[config.mk]
export PLATFORM = sky130hd
export DESIGN_NAME = radix8_booth_encoder
export DESIGN_NICKNAME = d
export VERILOG_FILES = /design/src/rtl/booth8_pkg.sv /design/src/rtl/booth8_digit_enc.sv /design/src/rtl/radix8_booth_encoder.sv
export SDC_FILE = /design/constraint.sdc
export NUM_CORES = 1
export LEC_CHECK = 0
export ABC_AREA = 1
export CAP_MARGIN = 10
export CORE_ASPECT_RATIO = 0.9
export CORE_MARGIN = 2
export CORE_UTILIZATION = 55
export CTS_CLUSTER_DIAMETER = 50
export DETAILED_ROUTE_END_ITERATION = 7
export GPL_TIMING_DRIVEN = 0
export PLACE_DENSITY_LB_ADDON = 0.15
export SLEW_MARGIN = 20
export SYNTH_ARGS = -nofsm -noshare
export SYNTH_HDL_FRONTEND = slang
export SYNTH_SLANG_ARGS = --single-unit
[constraint.sdc]
create_clock -name clk -period 4.74 [get_ports clk]
set_clock_uncertainty 0.15 [all_clocks]
set_input_delay 1.185 -clock clk [delete_from_list [all_inputs] [get_ports clk]]
set_output_delay 1.185 -clock clk [all_outputs]
set_load 0.02 [all_outputs]
[src/rtl/booth8_pkg.sv]
// Shared constants for the factored radix-8 Booth encoder: canonical {s,d,t,q,n}
// digit codes and the digit-count helper.
package booth8_pkg;

  localparam logic [4:0] CODE_ZERO = 5'b11000;
  localparam logic [4:0] CODE_P1   = 5'b00110;
  localparam logic [4:0] CODE_P2   = 5'b00100;
  localparam logic [4:0] CODE_P3   = 5'b10000;
  localparam logic [4:0] CODE_P4   = 5'b01110;
  localparam logic [4:0] CODE_M1   = 5'b00111;
  localparam logic [4:0] CODE_M2   = 5'b00101;
  localparam logic [4:0] CODE_M3   = 5'b10001;
  localparam logic [4:0] CODE_M4   = 5'b01111;

  // One radix-8 digit per three multiplier bits, rounded up after the implicit x[-1].
  function automatic int num_digits(input int n);
    return (n + 2) / 3;
  endfunction

endpackage

[src/rtl/booth8_digit_enc.sv]
// Combinational radix-8 Booth digit encoder: window {x[3i+2],x[3i+1],x[3i],x[3i-1]}
// to its canonical 5-bit {s,d,t,q,n} code.
module booth8_digit_enc
  import booth8_pkg::*;
(
  input  logic [3:0] win,
  output logic [4:0] code
);

  always_comb begin
    // NOTE: default assignment first so no path through the case can infer a latch.
    code = CODE_ZERO;
    case (win)
      4'b0000, 4'b1111: code = CODE_ZERO;
      4'b0001, 4'b0010: code = CODE_P1;
      4'b0011, 4'b0100: code = CODE_P2;
      4'b0101, 4'b0110: code = CODE_P3;
      4'b0111:          code = CODE_P4;
      4'b1000:          code = CODE_M4;
      4'b1001, 4'b1010: code = CODE_M3;
      4'b1011, 4'b1100: code = CODE_M2;
      4'b1101, 4'b1110: code = CODE_M1;
      default:          code = CODE_ZERO;
    endcase
  end

endmodule

[src/rtl/radix8_booth_encoder.sv]
// Radix-8 Booth front-end: registers Y, 3Y and per-digit codes (codes skewed one cycle
// behind Y). Define BOOTH_ENC_SPLIT_ADDER_EN to split the 3Y adder over two cycles.
module radix8_booth_encoder
  import booth8_pkg::*;
#(
  parameter  int N          = 32,
  localparam int NUM_DIGITS = num_digits(N)
) (
  input  logic                  clk,
  input  logic                  rst,
  input  logic                  en,
  input  logic                  in_valid,
  input  logic [N-1:0]          X,
  input  logic [N-1:0]          Y,
  output logic [N-1:0]          Y_o,
  output logic [N+1:0]          x3_Y_o,
  output logic [NUM_DIGITS-1:0] s_o,
  output logic [NUM_DIGITS-1:0] d_o,
  output logic [NUM_DIGITS-1:0] t_o,
  output logic [NUM_DIGITS-1:0] q_o,
  output logic [NUM_DIGITS-1:0] n_o,
  output logic                  out_valid
);

  localparam int XW = 3 * NUM_DIGITS + 1;
  localparam logic [NUM_DIGITS-1:0][4:0] ZERO_CODES = {NUM_DIGITS{CODE_ZERO}};

  logic [N-1:0] x_a, y_a;
  logic         valid_a;

  // Stage A: input capture.
  always_ff @(posedge clk) begin
    // NOTE: sequential state uses non-blocking assignments so every register samples pre-edge values.
    if (rst) begin
      x_a     <= '0;
      y_a     <= '0;
      valid_a <= 1'b0;
    end else if (en) begin
      x_a     <= X;
      y_a     <= Y;
      valid_a <= in_valid;
    end
  end

  // Operands presented to stage B, plus the finished 3Y.
  logic [N-1:0] x_f, y_f;
  logic         valid_f;
  logic [N+1:0] x3_f;

`ifdef BOOTH_ENC_SPLIT_ADDER_EN
  localparam int LO = N / 2;
  localparam int HI = N + 2 - LO;

  logic [LO-1:0] lo_sum;
  logic          lo_carry;
  logic [N+1:0]  y_ext_f;
  logic [HI-1:0] hi_a, hi_b;

  // Low half of Y + 2Y is registered with its carry; Y and X ride alongside.
  always_ff @(posedge clk) begin
    if (rst) begin
      x_f      <= '0;
      y_f      <= '0;
      valid_f  <= 1'b0;
      lo_sum   <= '0;
      lo_carry <= 1'b0;
    end else if (en) begin
      x_f                  <= x_a;
      y_f                  <= y_a;
      valid_f              <= valid_a;
      {lo_carry, lo_sum}   <= (LO+1)'(y_a[LO-1:0]) + (LO+1)'({y_a[LO-2:0], 1'b0});
    end
  end

  always_comb begin
    y_ext_f = (N+2)'($signed(y_f));
    hi_a    = HI'(y_ext_f >> LO);
    hi_b    = HI'((y_ext_f << 1) >> LO);
    x3_f    = {hi_a + hi_b + HI'(lo_carry), lo_sum};
  end
`else
  logic [N+1:0] y_ext_a;

  always_comb begin
    x_f     = x_a;
    y_f     = y_a;
    valid_f = valid_a;
    y_ext_a = (N+2)'($signed(y_a));
    x3_f    = (y_ext_a << 1) + y_ext_a;
  end
`endif

  // Sign-extended multiplier with the implicit x[-1] = 0 at bit 0.
  logic [XW-1:0]                  x_ext;
  logic [NUM_DIGITS-1:0][4:0]     code_next, code_b, code_c;
  logic                           valid_b;

  assign x_ext = XW'($signed({x_f, 1'b0}));

  for (genvar i = 0; i < NUM_DIGITS; i++) begin : g_digit
    booth8_digit_enc u_enc (
      .win  (x_ext[3*i+3 -: 4]),
      .code (code_next[i])
    );
  end

  // Stage B: Y/3Y hold across bubbles; bubbles load zero-digit codes.
  always_ff @(posedge clk) begin
    if (rst) begin
      Y_o     <= '0;
      x3_Y_o  <= '0;
      code_b  <= ZERO_CODES;
      valid_b <= 1'b0;
    end else if (en) begin
      valid_b <= valid_f;
      if (valid_f) begin
        Y_o    <= y_f;
        x3_Y_o <= x3_f;
        code_b <= code_next;
      end else begin
        code_b <= ZERO_CODES;
      end
    end
  end

  // Stage C: codes one cycle behind Y_o.
  always_ff @(posedge clk) begin
    if (rst) begin
      code_c    <= ZERO_CODES;
      out_valid <= 1'b0;
    end else if (en) begin
      code_c    <= code_b;
      out_valid <= valid_b;
    end
  end

  always_comb begin
    s_o = '0;
    d_o = '0;
    t_o = '0;
    q_o = '0;
    n_o = '0;
    for (int i = 0; i < NUM_DIGITS; i++) begin
      {s_o[i], d_o[i], t_o[i], q_o[i], n_o[i]} = code_c[i];
    end
  end

endmodule

# == Word level (Yosys, flattened, before mapping) ==
# Memories as Yosys holds them, arrays and structs flattened. A register that Yosys moved wholly into a read port is not among the register bits.
# Index checks and enable logic that the tools add are counted.
# W data, S select, Z words.
# totals
register_bits,243
rom_bits,880
out_inout_bits,122
elab_cells,65
memories,11
# mem_list
name,words,word_bits,read_ports,rd_ports_with_merged_regs,write_ports,line_no,rtl
(no name shown),16,5,1,1,0,booth8_digit_enc.sv:13,case (win)
(no name shown),16,5,1,1,0,booth8_digit_enc.sv:13,
(no name shown),16,5,1,1,0,booth8_digit_enc.sv:13,
(no name shown),16,5,1,1,0,booth8_digit_enc.sv:13,
(no name shown),16,5,1,1,0,booth8_digit_enc.sv:13,
(no name shown),16,5,1,1,0,booth8_digit_enc.sv:13,
5 more memories,n/a,n/a,n/a,n/a,n/a,n/a,
# classes
n_addsub,1
muxes,23
n_reduce_logical,1
# ops
cell,count
$mux W4,22
$mux W55,1
$add A33 B32 Y34,1
$reduce_and A2 Y1,1

# == Depth between registers and ports, before layout ==
# Gate-level depths: netlist of the first run.
# logic_depth
ltp_word,2
depth_mapped,13
mapped_depth_nobuf,13

# == Hierarchy ==
# A second synthesis of the first run with hierarchy kept.
# hier_totals
cells_unflattened,1822
area_unflattened_um2,12233.0
# modules_own_cells
mod,n_inst,cells_each,area_each_um2,seq_area_each_um2
radix8_booth_encoder,1,1519,10613.9,4824.6
booth8_digit_enc at g_digit[1].u_enc ...,9,27,145.1,0.0
booth8_digit_enc at g_digit[0].u_enc ...,2,30,156.4,0.0

# == Worst setup path after synthesis of the first run ==
# Ideal clock, no wire load.
# synth_path
path_type,input to register
from,input en
to,register g_digit[9].u_enc.code[1] (netlist name)
t_arrival_ns,2.767
slack_ns,1.691
path_stages,13
n_path_buf,4
path_cell_list,buf_6 -> inv_8 -> buf_8 -> buf_6 -> buf_2 -> nor2_1 -> nor3_1 -> inv_1 -> ha_1 -> nand2_1 -> o21ai_0 -> inv_1 -> o21ai_0
# synth_between
elab_chain_cells,2
# synth_rtl
element,line_no,rtl
"start, declared",radix8_booth_encoder.sv:11,"input logic en,"
$mux W4 (no line) (2 in a row),n/a,
# Every way passes these cells.
# A chain may end at the register's enable or synchronous reset.

# == Worst setup path after layout of the first run ==
# layout_path
from,input rst
to,register g_digit[4].u_enc.code[4] (netlist name)
# layout_between
elab_chain_cells,1
# layout_rtl
element,line_no,rtl
"start, declared",radix8_booth_encoder.sv:10,"input logic rst,"
$mux W4 (no line),n/a,
# Every way passes these cells.

==> results.cfg, run 1 <==
[outcome]
status = finished clean

[die]
rows = 53
dieWidth_um = 167
die_y_um = 151
dieArea_um2 = 25200
core-area_um2 = 23400
initial_utilization = 0.562
io-pin-count = 190

[detailed_routing]
firstDrtPassIters = 5
drt-total-wl_um = 37500
vias_per_cell = 5.19
drt_drc_violations_left = 0
route.detailed.wl_per_inst_um = 15.8
detail_route.iter0.violations = 913
drtAntennaViolNets = 0
via_count = 12300

[logic_synthesis]
synth_top_cell_area_share = 0.446
synth_flop_cell = dfxtp_1
synth.area.mux_share = 0
synth_top_family_by_area = simple AND/OR/NAND/NOR gates
yosys.area.top_type = dfxtp_1
yosys-top-cells-count = nand2_1, nor2_1, dfxtp_1
synthAdderAreaFrac = 0.0719
ys_types = 33
ys_warn_count = 0
synthXorXnorAreaFrac = 0.00798
synth_cells = 1833
async_flop_share = 0
netlist_top_cells_area = dfxtp_1, nand2_1, nor2_1, ha_1, o21ai_0
synth-edff-count = 0
yosys.area_share.simple = 0.278
synth.most_common_cell = nand2_1
postSynthAreaPerCell_um2 = 7.18
syn-num-nets = 1976
ys_ff_latch = 293
yosysSeqAreaShare = 0.446
netlist_area_um2 = 13200
synth_compound_area_frac = 0.112

[worst_setup_path]
cp-end-kind = flop
critPathMaxStageDelay_ps = 600
crit_arrival_ps = 4200
crit_chain = clkdlybuf4s50_1 -> buf_2 -> buf_2 -> buf_1 -> nor3_1 -> inv_1 -> ha_1 -> nand2_1 -> o21ai_0 -> inv_1 -> o21ai_0
r2r_slack_ps = 2330
cp_num_buf_inv = 6
cp_max_fo = 10
worst_ep_required_time_ps = 4990
worstSetupPathType = input pin to flop
crit_family = buffers and inverters
worst_setup_path_start_kind = input pin
slowest_stage = buf_1

[global_routing]
grt_pass1_wl_um = 59500
track_usage = 0.295
antenna_found_initial = 0
grt_max_degree = 15
first_global_vias = 11500
overflow = 0

[clock_tree]
postCtsHoldBufs = 0
cts_root_buf = clkbuf_16
cts_tree = built
clock_latency_ps = 550
cts_sinks = 293
cts_buffer_depth = 3
clk_pin_slew_ps = 70
cts_buffers = 30
cts_resized = 0
post_cts_buffers = 0
htreeDepth = 1

[final_layout]
utilization = 0.701
diodes = 0
multi_input_area_um2 = 6180
syn_to_final_growth_pct = 24.6
nNetsFinal = 2196
drive_gt1_frac = 0.0554
num-fill-cells = 1972
regArea_um2 = 5870

[worst_hold_path]
hold_class = flop to flop

[timing]
period_needed_ps = 3940
min_period_over_period = 0.832
worst_pin_slew_ps = 1010
max_freq_mhz = 254
rsz0062_at_grt = no
fin_setup_tns_ps = 0
final_hold_viol_count = 0
finalSetupViolations = 0
finalMaxSlewViolations = 0
slew_headroom = 0.327

[run]
cap_viol_max_count = 0

[power_and_ir_drop]
ir_worst_vdd_mv = 0.333
power_density_nw_per_um2 = 365
leakage_nw = 7.63

[place]
io_buffers = 188
dp_hpwl_um = 28200
gp_congestion = 0.940
[cell usage in the layout (no fill, tap or decap), types with 21 or more instances in the layout]
| cell type | instances |
|---|---|
| a21oi_1 | 62 |
| buf_2 | 30 |
| clkbuf_1 | 40 |
| clkbuf_16 | 31 |
| clkdlybuf4s50_1 | 188 |
| dfxtp_1 | 293 |
| ha_1 | 74 |
| inv_1 | 180 |
| nand2_1 | 432 |
| nand3_1 | 69 |
| nor2_1 | 363 |
| nor3_1 | 36 |
| o21ai_0 | 158 |
| o22ai_1 | 21 |
[sequential cells by signal, summed over array words and instances, names as in the netlist]
name,cells
Y_o,32
code_b,54
d_o,11
g_digit.u_enc.code,54
n_o,11
out_valid,1
q_o,11
s_o,10
t_o,11
valid_a,1
valid_b,1
x3_Y_o,32
x_a,32
y_a,32
[per-stage QoR]
stage | setup WS [ps] | hold WS [ps] | power (mW) | instances | instance area (um^2)
6_report | 796 | 296 | 5.99 | 2377 | 16400
5_1_grt | 673 | 310 | 6.21 | 2377 | 16400
3_3_place_gp | 462 | 277 | 3.68 | 2323 | 15400
4_1_cts | 907 | 294 | 5.99 | 2377 | 16400
2_1_floorplan | 1690 | 271 | 3.33 | 1833 | 13200
3_5_place_dp | 379 | 281 | 3.70 | 2323 | 15400
[cells by family after synthesis]
group | after synthesis
flip-flops | 293
buffers and inverters | 268
AO/OA/AOI/OAI | 268
AND/OR/NAND/NOR | 917
adder cells (fa/ha/maj) | 75
XOR/XNOR | 12
[worst reg2reg max path: stages, from the launching register on]
cell and delay [ps]:
dfxtp_1 360, ha_1 280, fa_1 470, nand3_1 130, nand3_1 160, nand3_1 110
nand3_1 150, nand3_1 140, nand2_1 60, nand2_1 50, nand3_1 100, nand2_1 120
inv_1 40
[routing by layer]
layer  up-vias  GRT usage  share of wire  routed length [um]
li1       6223          -              -                   -
met1      5609      0.428           0.48               17900
met2       419      0.463           0.42               15900
met3        74     0.0381          0.071                2660
met4         0     0.0858          0.028                1040
met5         -          0              0                   0
[final cells by class]
class / count / share of cell area
Multi-Input combinational cell: 1272 / 0.377
Sequential cell: 293 / 0.358
Timing Repair Buffer: 188 / 0.115
Clock buffer: 44 / 0.0545
Inverter: 185 / 0.0428
Buffer: 83 / 0.0252
Tap cell: 302 / 0.0230
Clock inverter: 10 / 0.00511
[worst paths after layout]
path | from | to | depth (start not counted)
max | rst | g_digit[4].u_enc.code[4] | 11
min | g_digit[0].u_enc.code[2] | code_b[2] | 2
max reg2reg | y_a[1] | x3_Y_o[21] | 12
min reg2reg | g_digit[0].u_enc.code[2] | code_b[2] | 2
[power breakdown]
part | switching, mW | internal (mW)
sequential | 0.0909 | 2.63
clock | 0.968 | 1.35
combinational | 0.574 | 0.368
total | 1.63 | 4.36
Power figures use the tool's default switching activity.
==> run 2: changes to the inputs <==
--- a/config.mk
+++ b/config.mk
@@ -9,7 +9,7 @@
 export CAP_MARGIN = 10
 export CORE_ASPECT_RATIO = 0.9
 export CORE_MARGIN = 2
-export CORE_UTILIZATION = 55
+export CORE_UTILIZATION = 49
 export CTS_CLUSTER_DIAMETER = 50
 export DETAILED_ROUTE_END_ITERATION = 7
 export GPL_TIMING_DRIVEN = 0
==> constraint.sdc (replaced) <==
create_clock -name clk -period 3.5 [get_ports clk]
set_clock_uncertainty 0.15 [all_clocks]
set_input_delay 0.875 -clock clk [delete_from_list [all_inputs] [get_ports clk]]
set_output_delay 0.875 -clock clk [all_outputs]
set_load 0.02 [all_outputs]
==> run 2 against run 1 <==
Effect of this change: combinational power increased by 35%; cell area grew 0.37%; via count fell by 1.5%; flip-flop and latch count is the same; routed wire length is essentially flat; critical path depth unchanged; register-to-register slack got worse by 1300 ps; global-route usage down 3.2 points; clock-buffer cell count decreased by 2; sequential share of layout area is 0.13 points lower; non-clock buffer count stayed put; sequential power increased by 36%; critical path type unchanged.
==> results.cfg, run 2 (synthesis results as in run 1) <==
[clock_tree]
cts_root_buf = clkbuf_16
cts_sinks = 293
cts_tree = built
clk_pin_slew_ps = 70
postCtsHoldBufs = 0
clock_latency_ps = 560
cts_buffers = 30
htreeDepth = 1
cts_buffer_depth = 3

[detailed_routing]
drtAntennaViolNets = 0
drt-total-wl_um = 37500
firstDrtPassIters = 5
detail_route.iter0.violations = 820
via_count = 12100
drt_drc_violations_left = 0
vias_per_cell = 5.01
route.detailed.wl_per_inst_um = 15.5

[die]
core-area_um2 = 26200
die_y_um = 159
io-pin-count = 190
dieArea_um2 = 28200
rows = 56
initial_utilization = 0.502
dieWidth_um = 177

[timing]
finalSetupViolations = 0
worst_pin_slew_ps = 968
final.setup.worst_slack_ps = 174
hold_ws_ps = 293
fin_setup_tns_ps = 0
slew_headroom = 0.355
max_freq_mhz = 301
finalMaxSlewViolations = 0
final_hold_viol_count = 0
rsz0062_at_grt = no
min_period_over_period = 0.950
period_needed_ps = 3330

[power_and_ir_drop]
leakage_nw = 7.63
p_sw_mw = 2.25
power_density_nw_per_um2 = 493
p_clk_frac = 0.389
seq_power_share = 0.454
p_int_mw = 5.87
ir_worst_vdd_mv = 0.362
combPwrFrac = 0.157
p_sw_frac = 0.277

[worst_setup_path]
cp_max_fo = 10
worst_ep_required_time_ps = 3790
crit_arrival_ps = 3620
worstSetupPathType = input pin to flop
slowest_stage = clkdlybuf4s50_1
cp-end-kind = flop
cp_num_buf_inv = 6
crit_family = buffers and inverters
worst_setup_path_start_kind = input pin
critPathMaxStageDelay_ps = 500
crit_chain = clkdlybuf4s50_1 -> buf_2 -> buf_2 -> clkbuf_2 -> nor3_1 -> inv_1 -> ha_1 -> nand2_1 -> o21ai_0 -> inv_1 -> o21ai_0

[global_routing]
first_global_vias = 11300
grt_pass1_wl_um = 59300
grt_max_degree = 15
track_usage = 0.263
overflow = 0
antenna_found_initial = 0

[run]
cap_viol_max_count = 0

[place]
gp_congestion = 0.942
io_buffers = 188
dpl-instance-area_um2 = 15500
dp_hpwl_um = 28400
dp_slack_ps = -540

[final_layout]
drive_gt1_frac = 0.0564
final_area_um2 = 16500
layout.cells.most_common = nand2_1
layout.cells.most_common_list = nand2_1, nor2_1, dfxtp_1, clkdlybuf4s50_1, inv_1
diodes = 0
syn_to_final_growth_pct = 25.1
nNetsFinal = 2196

[outcome]
status = finished clean

[worst_hold_path]
hold_class = flop to flop
==> run 2: cell types whose count changed in the layout (fill, tap and decap cells not counted) <==
cell / previous run / this run
clkbuf_8: 7 / 5
buf_1: 9 / 8
clkbuf_2: 0 / 1
clkinv_4: 1 / 2
clkinv_8: 0 / 1
nor3_1: 36 / 35
nor3_2: 10 / 11
==> run 2: worst paths after layout <==
path | end | cells after the start | startpoint | slack (ps)
max | g_digit[1].u_enc.code[4] | 11 | rst | 170
min | code_b[21] | 2 | g_digit[4].u_enc.code[1] | 290
max reg2reg | x3_Y_o[13] | 9 | y_a[1] | 1080
min reg2reg | code_b[21] | 2 | g_digit[4].u_enc.code[1] | 290
==> run 2: tightest hold or removal path: stages (launching register included) <==
cell     delay, ps
dfxtp_1        290
nand2_1         60
a21oi_1         50
==> run 2: layout make-up <==
class	count	area, um^2
Clock buffer	42	867
Multi-Input combinational cell	1272	6190
Timing Repair Buffer	188	1880
Fill cell	2423	9740
Inverter	185	702
Sequential cell	293	5870
Clock inverter	12	109
Buffer	83	414
Tap cell	348	435
==> run 2: layer usage <==
metal	wire length, um	GRT usage	vias up	share of wire
met5	0	0	-	0
met2	15800	0.404	350	0.42
met4	919	0.0657	0	0.024
met1	18600	0.388	5493	0.50
met3	2240	0.0332	58	0.060
li1	-	-	6234	-
==> run 2: stage by stage <==
step / total power [mW] / utilization / cells
after floorplan: 4.51 / - / 1833
after global placement: 4.99 / 0.591 / 2369
after detailed placement: 5.01 / 0.591 / 2369
after CTS: 8.14 / 0.628 / 2423
after global routing: 8.44 / 0.628 / 2423
final: 8.11 / 0.628 / 2423
==> run 2: power by group through the flow <==
stage                     clock network [mW]  registers, mW  logic [mW]
after global placement                     0           3.75        1.24
after floorplan                            0           3.81       0.697
after CTS                               3.19           3.68        1.27
final                                   3.16           3.69        1.27
after global routing                    3.31           3.71        1.42
after detailed placement                   0           3.76        1.26
==> run 2: what timing repair did <==
| item | 4_1_cts | 5_1_grt |
|---|---|---|
| endpoints found under the setup margin | 0 | 15 |
| setup buffers | 0 | 0 |
| endpoints found under the hold margin | 0 | 0 |
| resized for setup | 0 | 2 |
==> run 3: changes to the inputs <==
--- a/config.mk
+++ b/config.mk
@@ -13,7 +13,7 @@
 export CTS_CLUSTER_DIAMETER = 50
 export DETAILED_ROUTE_END_ITERATION = 7
 export GPL_TIMING_DRIVEN = 0
-export PLACE_DENSITY_LB_ADDON = 0.15
+export PLACE_DENSITY = 0.83
 export SLEW_MARGIN = 20
 export SYNTH_ARGS = -nofsm -noshare
 export SYNTH_HDL_FRONTEND = slang
==> run 3 against run 2 <==
Effect of this change: die area unchanged; worst hold slack is essentially flat; critical path depth did not move; worst setup slack got worse by 43 ps; register-to-register slack got worse by 20 ps; total power fell by 0.74%; flip-flop and latch count stayed put; cell count stayed put; critical endpoint is now g_digit[9].u_enc.code[1]; routed wire length is 1.5% higher.
==> results.cfg, run 3 (synthesis results as in run 1) <==
[worst_setup_path]
crit_family = buffers and inverters
cp_max_fo = 10
cp_num_buf_inv = 6
worst_ep_required_time_ps = 3770
worstSetupPathType = input pin to flop
crit_chain = clkdlybuf4s50_1 -> buf_2 -> buf_2 -> buf_1 -> nor3_1 -> inv_1 -> ha_1 -> nand2_1 -> o21ai_0 -> inv_1 -> o21ai_0
worst_setup_path_start_kind = input pin
slowest_stage = buf_1
crit_arrival_ps = 3640
critPathMaxStageDelay_ps = 630
cp-end-kind = flop

[place]
io_buffers = 188
dpl-instance-area_um2 = 15500
gp_congestion = 0.937
dp_slack_ps = -549
dp_hpwl_um = 29000
dpl.cell_count = 2369

[final_layout]
multi_input_area_um2 = 6190
instances_no_fill = 2423
layout.cells.most_common = nand2_1
utilization = 0.627
regArea_um2 = 5870
syn_to_final_growth_pct = 24.8
diodes = 0
drive_gt1_frac = 0.0540
final_area_um2 = 16400
num-fill-cells = 2374
layout.cells.most_common_list = nand2_1, nor2_1, dfxtp_1, clkdlybuf4s50_1, inv_1
nNetsFinal = 2196

[timing]
worst_pin_slew_ps = 933
finalSetupViolations = 0
period_needed_ps = 3370
finalMaxSlewViolations = 0
fin_setup_tns_ps = 0
final.setup.worst_slack_ps = 131
rsz0062_at_grt = no
final_hold_viol_count = 0
max_freq_mhz = 297
slew_headroom = 0.378
min_period_over_period = 0.962

[clock_tree]
cts_sinks = 293
cts_buffers = 30
cts_root_buf = clkbuf_16
clock_latency_ps = 560
postCtsHoldBufs = 0
htreeDepth = 1
cts_buffer_depth = 3
clk_pin_slew_ps = 60
cts_tree = built

[outcome]
status = finished clean

[global_routing]
antenna_found_initial = 0
track_usage = 0.266
overflow = 0
first_global_vias = 11600
grt_max_degree = 15
grt_pass1_wl_um = 60000

[die]
initial_utilization = 0.502
dieArea_um2 = 28200
core-area_um2 = 26200
rows = 56
dieWidth_um = 177
die_y_um = 159
io-pin-count = 190

[power_and_ir_drop]
ir_worst_vdd_mv = 0.419
leakage_nw = 7.61
power_density_nw_per_um2 = 490

[detailed_routing]
firstDrtPassIters = 8
via_count = 12500
drt_drc_violations_left = 0
vias_per_cell = 5.15
detail_route.iter0.violations = 915
drtAntennaViolNets = 0
route.detailed.wl_per_inst_um = 15.7
drt-total-wl_um = 38100

[run]
cap_viol_max_count = 0

[worst_hold_path]
hold_class = flop to flop
run 3: cell count changes in the layout (fill, tap and decap cells not counted), sizes merged:
cell	before	now
clkbuf	77	80
inv	185	186
clkinv	9	5
run 3: worst register-to-register path: stages (launching register included):
cell and delay (ps):
dfxtp_1 360, ha_1 290, fa_1 470, nand3_1 120, nand3_1 150, nand3_1 110
nand3_1 180, nand3_1 150, nand2_1 60, nand2_1 50, nand3_1 110, nand2_1 110
inv_1 40
run 3: layout make-up:
cell class              instances  area share
clock buffers                  45      0.0522
well taps                     348      0.0265
plain buffers                  83      0.0252
inverters                     185      0.0427
clock inverters                 9     0.00518
repair buffers                188       0.115
flip-flops and latches        293       0.357
multi-input cells            1272       0.377
run 3: worst paths after layout:
path | start | depth (start not counted) | to | slack, ps
setup reg to reg | y_a[1] | 12 | x3_Y_o[21] | 1060
hold / removal | g_digit[9].u_enc.code[3] | 2 | code_b[48] | 290
setup / recovery | rst | 11 | g_digit[9].u_enc.code[1] | 130
hold reg to reg | g_digit[9].u_enc.code[3] | 2 | code_b[48] | 290
run 3: report_power, final:
| group | switching, mW | internal (mW) | leakage (nW) |
|---|---|---|---|
| logic | 0.783 | 0.499 | 4.73 |
| clock network | 1.32 | 1.77 | 0.457 |
| registers | 0.121 | 3.57 | 2.42 |
run 3: routing by layer:
metal | up-vias | share of wire | GRT usage
met3 | 69 | 0.073 | 0.0380
met2 | 440 | 0.44 | 0.428
met1 | 5745 | 0.46 | 0.369
li1 | 6217 | - | -
met4 | 0 | 0.026 | 0.0759
met5 | - | 0 | 0
run 3: metrics by stage:
stage	hold slack [ps]	power, mW
2_1_floorplan	271	4.51
3_3_place_gp	277	4.98
3_5_place_dp	282	5.02
4_1_cts	292	8.07
5_1_grt	311	8.36
6_report	293	8.05
run 3: what timing repair did:
action / CTS / global route
buffers inserted: 0 / 0
setup endpoints to repair: 1 / 16
gates resized for setup: 1 / 2
endpoints found under the hold margin: 0 / 0
pin swaps: 0 / 0
